File: src/rtl/interconnect_sfft_to_n_data.sv
// Re-presents a shared sub-FFT's serial output (NCH sub-transforms back to back) as NCH parallel streams.
// Frames are buffered (one or two banks of NFFT samples) and leave strictly in arrival order.
module interconnect_sfft_to_n_data #(
    parameter int SIZE_BUFFER   = 4,
    parameter int LOG_CHANNELS  = 2,
    parameter int DATA_FFT_SIZE = 16,
    parameter int DOUBLE_BUF    = 1
) (
    input  logic                                            clk,
    input  logic                                            reset,
    input  logic                                            fft_valid,
    input  logic [DATA_FFT_SIZE-1:0]                        data_from_fft_i,
    input  logic [DATA_FFT_SIZE-1:0]                        data_from_fft_q,
    output logic                                            resiveFromSecond,
    input  logic [(1<<LOG_CHANNELS)-1:0]                    flag_ready_recive,
    output logic [(1<<LOG_CHANNELS)*DATA_FFT_SIZE-1:0]      data_fft_i,
    output logic [(1<<LOG_CHANNELS)*DATA_FFT_SIZE-1:0]      data_fft_q,
    output logic [(1<<LOG_CHANNELS)-1:0]                    complete,
    output logic                                            overflow
);
    localparam int NFFT = 1 << SIZE_BUFFER;
    localparam int NCH  = 1 << LOG_CHANNELS;
    localparam int AW   = SIZE_BUFFER - LOG_CHANNELS;
    localparam int DW   = DATA_FFT_SIZE;

    typedef enum logic {W_FILL, W_BLOCKED} w_state_t;
    typedef enum logic {R_IDLE, R_STREAM} r_state_t;

    w_state_t               w_state;
    r_state_t               r_state;
    logic [SIZE_BUFFER-1:0] wc;
    logic [AW-1:0]          rc;
    logic                   wr_ptr;
    logic                   rd_ptr;
    logic [1:0]             full;

    // Storage is addressed {buffer, wc}; wc's top bits already select the channel bank.
    logic [DW-1:0] mem_i [2*NFFT];
    logic [DW-1:0] mem_q [2*NFFT];

    logic       accept;
    logic       wrap;
    logic       release_buf;
    logic       wr_ptr_next;
    logic [1:0] full_held;

    always_comb begin
        accept      = fft_valid && (w_state == W_FILL);
        wrap        = accept && (&wc);
        release_buf = (r_state == R_STREAM) && (&rc);
        wr_ptr_next = (wrap && DOUBLE_BUF != 0) ? ~wr_ptr : wr_ptr;
        full_held   = full;
        if (wrap)
            full_held[wr_ptr] = 1'b1;
    end

    // A buffer freed this edge is deliberately not seen until the next one, so the
    // write side reopens one cycle after the stream ends.
    always_ff @(posedge clk) begin
        if (reset) begin
            wc               <= '0;
            wr_ptr           <= 1'b0;
            w_state          <= W_FILL;
            resiveFromSecond <= 1'b1;
            overflow         <= 1'b0;
        end else begin
            case (w_state)
                W_FILL:    if (accept) wc <= wc + 1'b1;
                W_BLOCKED: if (fft_valid) overflow <= 1'b1;
                default:   ;
            endcase
            wr_ptr <= wr_ptr_next;
            if (full_held[wr_ptr_next]) begin
                w_state          <= W_BLOCKED;
                resiveFromSecond <= 1'b0;
            end else begin
                w_state          <= W_FILL;
                resiveFromSecond <= 1'b1;
            end
        end
    end

    always_ff @(posedge clk) begin
        if (reset) begin
            full <= '0;
        end else begin
            full <= full_held;
            if (release_buf)
                full[rd_ptr] <= 1'b0;
        end
    end

    always_ff @(posedge clk) begin
        if (accept) begin
            mem_i[{wr_ptr, wc}] <= data_from_fft_i;
            mem_q[{wr_ptr, wc}] <= data_from_fft_q;
        end
    end

    // Read side: all channels step together; ready is only consulted before a stream starts.
    always_ff @(posedge clk) begin
        if (reset) begin
            r_state    <= R_IDLE;
            rc         <= '0;
            rd_ptr     <= 1'b0;
            complete   <= '0;
            data_fft_i <= '0;
            data_fft_q <= '0;
        end else begin
            case (r_state)
                R_IDLE: begin
                    complete   <= '0;
                    data_fft_i <= '0;
                    data_fft_q <= '0;
                    if (full[rd_ptr] && (&flag_ready_recive)) begin
                        r_state <= R_STREAM;
                        rc      <= '0;
                    end
                end
                R_STREAM: begin
                    complete <= '1;
                    for (int c = 0; c < NCH; c++) begin
                        data_fft_i[c*DW +: DW] <= mem_i[{rd_ptr, LOG_CHANNELS'(c), rc}];
                        data_fft_q[c*DW +: DW] <= mem_q[{rd_ptr, LOG_CHANNELS'(c), rc}];
                    end
                    rc <= rc + 1'b1;
                    if (&rc) begin
                        r_state <= R_IDLE;
                        if (DOUBLE_BUF != 0)
                            rd_ptr <= ~rd_ptr;
                    end
                end
                default: r_state <= R_IDLE;
            endcase
        end
    end
endmodule

File: config.mk
export PLATFORM = sky130hd
export DESIGN_NAME = interconnect_sfft_to_n_data
export DESIGN_NICKNAME = d
export VERILOG_FILES = /design/src/rtl/interconnect_sfft_to_n_data.sv
export SDC_FILE = /design/constraint.sdc
export NUM_CORES = 1
export LEC_CHECK = 0
export ABC_CLOCK_PERIOD_IN_PS = 3500
export CORE_UTILIZATION = 60
export CTS_CLUSTER_SIZE = 20
export DETAILED_ROUTE_END_ITERATION = 12
export PLACE_DENSITY = 0.79
export SYNTH_ARGS = -nofsm -noshare
export SYNTH_HDL_FRONTEND = slang
export SYNTH_SLANG_ARGS = --single-unit
File: constraint.sdc
create_clock -name clk -period 3.5 [get_ports clk]
set_input_delay 0.875 -clock clk [delete_from_list [all_inputs] [get_ports clk]]
set_output_delay 0.875 -clock clk [all_outputs]
set_load 0.03 [all_outputs]
==> results.toml <==
[sta]
finalCritPeriodShare_pct = 81.2
clock-skew-final_ns = 0.0281
maxSlewHeadroom_pct = 37.3
fmax_mhz = 352
setup_tns_ns = 0
worst_pin_slew_ns = 0.941
fin_crit_ns = 2.84
hold_viol_final = 0
rsz0062_at_grt = "no"
setup_violations = 0
slew_violations = 0

[setup_path]
max_stage_delay_ns = 0.75
cp_slowest_cell = "clkdlybuf4s50_1"
crit_path_end_kind = "output port"
cp_top_family = "buffers and inverters"
crit_chain = "clkdlybuf4s50_1"
cp.buffers_inverters = 1
cp-start-kind = "flip-flop"
cp_data_arrival_time_ns = 1.97
criticalPathCategory = "reg2out"
cp.required_ns = 2.62
crit_fanout = 4

[power_and_ir_drop]
clkPwrFrac_pct = 43.6
power_frac_seq_pct = 54.8
p_sw_w = 0.00544
p_comb_share_pct = 1.6
p_int_w = 0.0223
p_leak_nw = 15.3
swShare_pct = 19.6
ir_drop_mv = 0.453
power_per_cell_area_mw_per_mm2 = 564

[drt]
vias = 19700
dr.pass1.iters = 5
met2_length_mm = 46.8
avgViaCountPerCell = 6.44
dr.max_layer_used = "met5"
drc = 0
wl_mm = 94.5
wire_per_inst_um = 30.8
wl_met3_mm = 9.01
first_iter_violations = 2221
detail-route-antenna-nets = 0
met1Wirelength_mm = 35.6

[clocking]
cts_tree = "built"
path_clk_slew_ns = 0.06
clock_path_buffers = 3
ctsHoldBuffers = 0
cts.sinks = 1167
cts-root-buf = "clkbuf_16"
cts_resized = 0
post_cts_buffers = 0
htree_levels = 3
clk_latency_ns = 0.67
cts_made_buffers = 109

[logic_synthesis]
synth_compound_area_share_pct = 2.95
synth_top_family_by_area = "multiplexers"
synthXorXnorAreaFrac_pct = 0.0421
synth_fa_ha_area_share_pct = 0.150
ys.warnings.count = 0
yosysSeqAreaShare_pct = 80.7
synth_cell_types = 32
yosys.area_share.simple_pct = 0.854
synthesis.area_mm2 = 0.0416
async_flop_share_pct = 0
syn_inst = 1751
synth.net_count = 1795
muxShareOfSynthArea_pct = 13.9
synth.avg_cell_area_um2 = 23.8
ys_ff_latch = 1167
ys.flop_type = "edfxtp_1"
synth_edf_count = 1024

[floorplan]
dieArea_mm2 = 0.0704
die_x_um = 265
row_count = 96
initial_core_util_pct = 60.7
die_h_um = 265
io-pin-count = 173
core-area_mm2 = 0.0686

[place]
hpwl_mm = 48.0
port_buffers = 172
gp_congestion = 0.752

[grt]
grt_usage_pct = 27.4
grt_antenna_before_repair = 1
grt_pass1_vias = 20400
grt-ovfl-total = 0
grt_max_degree = 68
grt_first_pass_wirelength_mm = 138

[finish]
final_util_pct = 71.6
syn2layout_area_growth_pct = 18.0
fin_nets = 2082
drive_gt1_share_pct = 26.7
num_antenna_cells = 0
final_cell_mix = "edfxtp_1, mux4_2, clkdlybuf4s50_1"
final_common_cell = "edfxtp_1"

[run]
drv_cap = 0

[hold_path]
min-delay-path-class = "reg2reg"

[run_status]
status = "finished, final reports clean"
## power by group through the flow
stage	Sequential [W]	Clock (W)	Combinational, W
floorplan	0.0155	0	0.0000645
global placement	0.0155	0	0.000396
detailed placement	0.0155	0	0.000424
CTS	0.0152	0.0122	0.000433
global route	0.0152	0.0127	0.000451
finish	0.0152	0.0121	0.000438
## routing by layer
layer  global-route usage (%)  up-vias
met5                        0        -
met4                     10.1        2
met3                     4.52      152
met2                     44.2     1213
met1                     38.6    10400
li1                         -     7970
## stage by stage
stage | cells | setup slack [ns] | hold WS, ns | total power, W | cell area (um^2)
floorplan | 1751 | 0.365 | 0.477 | 0.0156 | 41600
global placement | 2858 | 0.473 | 0.477 | 0.0159 | 45400
detailed placement | 2858 | 0.385 | 0.474 | 0.0159 | 45400
CTS | 3066 | 0.601 | 0.494 | 0.0278 | 49100
global route | 3066 | 0.621 | 0.551 | 0.0283 | 49100
finish | 3066 | 0.659 | 0.500 | 0.0277 | 49100
## worst paths after layout
check                                             from                         to  slack [ns]  depth (start not counted)
worst max-delay path            complete[2]$_SDFF_PP0_                complete[2]        0.66                          1
worst min-delay path             overflow$_SDFFE_PP0P_      overflow$_SDFFE_PP0P_        0.50                          2
worst max register to register      rc[0]$_SDFFE_PP0P_  data_fft_q[46]$_SDFF_PP0_        1.18                          3
worst min register to register   overflow$_SDFFE_PP0P_      overflow$_SDFFE_PP0P_        0.50                          2
## cells by family (layout without fill, tap and decap cells)
kind of cell,after synthesis,count (layout)
AOI/OAI and AO/OA,146,146
xor gates and xnor gates,2,2
adders and majority gates,5,5
buffers and inverters,99,483
DFF,1167,1167
muxes,257,257
and+or+nand+nor,75,75
## area by class of cell
cell class	count	area (um^2)
Timing Repair Buffer	271	2950
Sequential cell	1167	33600
Clock inverter	66	678
Multi-Input combinational cell	485	7670
Clock buffer	142	3030
Tap cell	931	1160
Inverter	4	15.0
Fill cell	3654	19500
## registers in the layout, indices dropped and copies added, names as in the netlist, 2 cells and up
register,count
rc,2
mem_i,512
data_fft_q,64
full,2
mem_q,512
wc,4
data_fft_i,64
## cell usage after synthesis (2+ instances only)
cell	n	area, um^2
o21ai_0	4	20.0
and2_1	2	12.5
nand2_1	12	45.0
or3b_2	2	17.5
a21oi_1	8	40.0
or2_2	2	12.5
a31oi_1	2	12.5
nor2b_1	3	18.8
o21a_1	2	15.0
buf_2	34	170
dfxtp_1	143	2860
buf_4	11	82.6
nand3_1	3	15.0
a22o_1	128	1120
or3_1	3	18.8
clkbuf_1	26	97.6
mux4_2	256	5770
edfxtp_1	1024	30700
nor2_1	37	139
ha_1	5	62.6
buf_1	7	26.3
nand2b_1	4	25.0
nand3b_1	5	37.5
buf_6	17	191
inv_1	4	15.0
(Power assumes the default switching activity.)
